`src/rtl/pipelined_add_sub.sv`:
```
// Pipelined WIDTH-bit adder/subtractor with STAGES carry-chunk stages.
// Ports: clk, rst, in_valid/in_ready, a, b, c_in, op ->
//   out_valid/out_ready, sum, carry, ovf, zero.
module pipelined_add_sub #(
    parameter int WIDTH  = 64,
    parameter int STAGES = 4
) (
    input  logic             clk,
    input  logic             rst,
    input  logic             in_valid,
    output logic             in_ready,
    input  logic [WIDTH-1:0] a,
    input  logic [WIDTH-1:0] b,
    input  logic             c_in,
    input  logic [1:0]       op,
    output logic             out_valid,
    input  logic             out_ready,
    output logic [WIDTH-1:0] sum,
    output logic             carry,
    output logic             ovf,
    output logic             zero
);

    localparam int CHUNK = WIDTH / STAGES;
    localparam int MSB   = WIDTH - 1;
    localparam int LAST  = STAGES - 1;

    // Stage k holds the operands, the carry into chunk k and the
    // sum chunks below k already resolved.
    logic [STAGES-1:0] pv;
    logic [WIDTH-1:0]  pa [STAGES];
    logic [WIDTH-1:0]  pb [STAGES];
    logic [WIDTH-1:0]  ps [STAGES];
    logic              pc [STAGES];

    logic [CHUNK:0]    t  [STAGES];
    logic [WIDTH-1:0]  ns [STAGES];

    logic              advance;
    logic              cin_eff;
    logic [WIDTH-1:0]  b_eff;

    assign advance  = !out_valid || out_ready;
    assign in_ready = advance;
    assign b_eff    = op[1] ? ~b : b;

    always_comb begin
        cin_eff = 1'b0;
        unique case (op)
            2'b00: cin_eff = 1'b0;
            2'b01: cin_eff = c_in;
            2'b10: cin_eff = 1'b1;
            2'b11: cin_eff = !c_in;
        endcase
    end

    // Each stage resolves its own chunk from the registered carry.
    always_comb begin
        for (int k = 0; k < STAGES; k++) begin
            t[k] = {1'b0, pa[k][k*CHUNK +: CHUNK]}
                 + {1'b0, pb[k][k*CHUNK +: CHUNK]}
                 + (CHUNK+1)'(pc[k]);
            ns[k] = ps[k];
            ns[k][k*CHUNK +: CHUNK] = t[k][CHUNK-1:0];
        end
    end

    always_ff @(posedge clk or posedge rst) begin
        if (rst) begin
            pv        <= '0;
            out_valid <= 1'b0;
            sum       <= '0;
            carry     <= 1'b0;
            ovf       <= 1'b0;
            zero      <= 1'b0;
        end else if (advance) begin
            pv[0] <= in_valid;
            for (int k = 1; k < STAGES; k++) begin
                pv[k] <= pv[k-1];
            end
            out_valid <= pv[LAST];
            // Outputs only load on a real beat so bubbles leave them clean.
            if (pv[LAST]) begin
                sum   <= ns[LAST];
                carry <= t[LAST][CHUNK];
                ovf   <= (pa[LAST][MSB] == pb[LAST][MSB])
                      && (ns[LAST][MSB] != pa[LAST][MSB]);
                zero  <= ~|ns[LAST];
            end
        end
    end

    // Datapath skew registers; qualified by pv so they need no reset.
    always_ff @(posedge clk) begin
        if (advance) begin
            pa[0] <= a;
            pb[0] <= b_eff;
            pc[0] <= cin_eff;
            ps[0] <= '0;
            for (int k = 1; k < STAGES; k++) begin
                pa[k] <= pa[k-1];
                pb[k] <= pb[k-1];
                pc[k] <= t[k-1][CHUNK];
                ps[k] <= ns[k-1];
            end
        end
    end

endmodule

```
`config.mk`:
```
export PLATFORM = sky130hd
export DESIGN_NAME = pipelined_add_sub
export DESIGN_NICKNAME = d
export VERILOG_FILES = /design/src/rtl/pipelined_add_sub.sv
export SDC_FILE = /design/constraint.sdc
export NUM_CORES = 1
export LEC_CHECK = 0
export CORE_UTILIZATION = 31
export CTS_CLUSTER_SIZE = 12
export DETAILED_ROUTE_END_ITERATION = 8
export GPL_ROUTABILITY_DRIVEN = 0
export PLACE_DENSITY = 0.46
export SLEW_MARGIN = 10
export SYNTH_ARGS = -nofsm -noshare
export SYNTH_HDL_FRONTEND = slang
export SYNTH_SLANG_ARGS = --single-unit
export TNS_END_PERCENT = 30
```
`constraint.sdc`:
```
create_clock -name clk -period 25.5 [get_ports clk]
set_clock_uncertainty 0.15 [all_clocks]
set_input_delay 5.1 -clock clk [delete_from_list [all_inputs] [get_ports clk]]
set_output_delay 5.1 -clock clk [all_outputs]
set_load 0.03 [all_outputs]
```
==> run summary <==
outcome -> finished, violations left
failing checks -> DRC
first-pass GRT wire length -> 52.7 mm
CTS Buf Count -> 53
# setup viols final -> 0
CTS Sinks -> 492
Port Buffers -> 203
TNS Setup -> 0 ns
CP Launch Type -> input port
initial antenna violation count -> 0
core area -> 59,400 um^2
Slew @ Worst Pin -> 1.22 ns
RSZ-0062 raised after global routing -> false
Clock Latency Late Sink -> 0.59 ns
Peak Freq -> 80.7 MHz
Netlist cell types -> 54
chip height -> 248 um
post-place setup slack -> 13.07 ns
CP delay by family, top -> buffers and inverters
worst path required time -> 20.25 ns
Slew Viols, Final -> 0
register area -> 14,400 um^2
Setup crit end kind -> output port
initial core utilization -> 31.5%
CTS Buffer Depth -> 3
Cells after Synth -> 1,049
Die Area -> 61,400 um^2
critical path data arrival time -> 7.15 ns
vias in the first global route -> 9,401
max cap viols -> 0
CTS resizes -> 0
fin nets -> 1,497
placement-stage cell area -> 21,700 um^2
FF+latch count, synth -> 492
Rows -> 89
DRT antenna net count -> 0
P per Cell Area -> 126 nW/um^2
clk root buf -> clkbuf_16
design area -> 23,300 um^2
DR vias/cell -> 4.33
Die W -> 248 um
detailed-placement wirelength estimate -> 22.4 mm
Area growth syn-to-layout -> 24.5%
final hold vios -> 0
EDFF count, synth -> 420
min Tclk post-route -> 12.40 ns
synth warn -> 0
critical-path cell list -> clkdlybuf4s50_1, nand2b_4, clkdlybuf4s50_1
DR iter-0 viols -> 491
CTS tree -> built
total wire length -> 34.5 mm
post-route clock period utilization -> 48.6%
largest net degree at the start of global routing -> 183
share of layout cells above drive strength 1 -> 10.6%
sequential fraction of the synthesis area -> 77.0%
Peak VDD IR -> 59.7 uV
Buf/Inv on CP -> 2
footprint of the multi-input gates -> 4160 um^2
Total GRT Usage -> 11.3%
crit-path max FO -> 69
DRC -> 12
Worst Hold Class -> register to register
post-CTS setup buffer count -> 0
CTS clk-pin slew, worst paths -> 0.06 ns
Pwr Total -> 2.93 mW
post-route setup slack -> 13.10 ns
critical path's slowest cell -> clkdlybuf4s50_1
CP dominant cell by count -> clkdlybuf4s50_1
Post-synth ARST share -> 14.6%
via count -> 9,129
gr ovfl total -> 0
count of inserted antenna diode cells -> 0
Fillers -> 5,493
syn nets -> 1,252
Lkg Pwr -> 8.60 nW
DR WL/cell -> 16.4 um
synthesized cell area -> 18,700 um^2
critical setup path kind -> input port to output port
IO Pins -> 204
normalized max-slew margin -> 18.7%
Pre-antenna DRT Iters -> 9
CTS Hold Bufs -> 0
ys flop type -> edfxtp_1
Synth Area per Inst -> 17.8 um^2
Largest stage delay, worst path -> 0.82 ns
total number of H-tree levels -> 2
==> layer usage <==
layer / track usage [%] / vias to the layer above / wire, um
met4: 4.22 / 0 / 911
met3: 2.65 / 61 / 1660
met5: 0 / - / 0
li1: - / 4462 / -
met1: 14.2 / 4446 / 15100
met2: 19.0 / 160 / 16900
==> cell families after synthesis <==
kind of cell             synth area share [%]
AND/OR/NAND/NOR                          3.91
multiplexers                             3.37
XOR/XNOR                                 5.48
adder cells (fa/ha/maj)                  4.87
flip-flops                               77.0
AO/OA/AOI/OAI                            4.51
buffers and inverters                   0.849
==> sequential cells by signal, indices dropped and copies added (netlist names) <==
name	cells
pa	160
ps	96
ovf	1
pv	4
out_valid	1
sum	64
zero	1
carry	1
pc	4
pb	160
==> through the flow <==
step / utilization (%) / cells / hold WS, ns
floorplan: - / 1049 / 0.250
global placement: 36.6 / 2012 / 0.251
detailed placement: 36.6 / 2012 / 0.255
CTS: 39.3 / 2109 / 0.247
global route: 39.3 / 2109 / 0.256
finish: 39.3 / 2109 / 0.252
==> placed cells by master (no fill, tap or decap), types with 5 or more instances in the layout <==
| cell | instances |
|---|---|
| clkbuf_1 | 22 |
| nor3_1 | 18 |
| a21oi_1 | 38 |
| nor4_1 | 12 |
| ha_1 | 60 |
| dfrtp_1 | 72 |
| clkinv_2 | 8 |
| o21a_1 | 10 |
| and3_1 | 9 |
| nor2_1 | 25 |
| fa_1 | 8 |
| clkbuf_8 | 5 |
| nand2_1 | 40 |
| a31oi_1 | 6 |
| xnor2_1 | 36 |
| inv_1 | 24 |
| clkbuf_16 | 54 |
| a21o_1 | 10 |
| clkdlybuf4s50_1 | 202 |
| xor2_1 | 81 |
| edfxtp_1 | 420 |
| nor2b_1 | 7 |
| mux2_2 | 56 |
| nand2b_1 | 8 |
| o21ai_0 | 30 |
| nand3_1 | 9 |
| clkinv_1 | 8 |
| nand4_1 | 5 |
==> worst register-to-register path: cells and delay by family (launching register included) <==
family,cells,cell delay [ns]
DFF,1,0.41
buffers and inverters,1,0.64
AOI/OAI and AO/OA,1,0.22
and+or+nand+nor,6,2.11
==> synthesized netlist by cell type, drive strengths merged, types with 12 or more instances <==
master,number,area [um^2]
a21oi,39,199
ha,60,751
xnor2,36,315
nand2,41,154
edfxtp,420,12600
o21ai,31,155
nor4,12,75.1
nor3,18,90.1
inv,25,93.8
xor2,81,709
nor2,25,93.8
dfrtp,72,1800
mux2,56,631
==> worst paths after layout <==
path / slack, ns / startpoint / cells after the start / end
worst max-delay path: 13.10 / out_ready / 3 / in_ready
worst min-delay path: 0.25 / pb[0][51] / 0 / pb[1][51]
worst max register to register: 21.92 / out_valid / 8 / zero
worst min register to register: 0.25 / pb[0][51] / 0 / pb[1][51]
max in group asynchronous: 19.50 / rst / 3 / sum[47]
min in group asynchronous: 5.04 / rst / 3 / pv[3]
==> where the power goes <==
group          total, mW  switching (mW)  internal, mW
sequential          1.37           0.114          1.25
clock              0.700           0.296         0.403
combinational      0.862           0.496         0.366
total               2.93           0.906          2.02
==> cell type report <==
cell class	count	share of cell area, %
clock buffer	81	6.45
inverter	25	0.408
multi-input combinational	515	17.8
tap	773	4.15
clock inverter	16	0.349
timing repair buffer	207	8.95
sequential	492	61.9
Note: power is estimated with default switching activity, not from simulation.
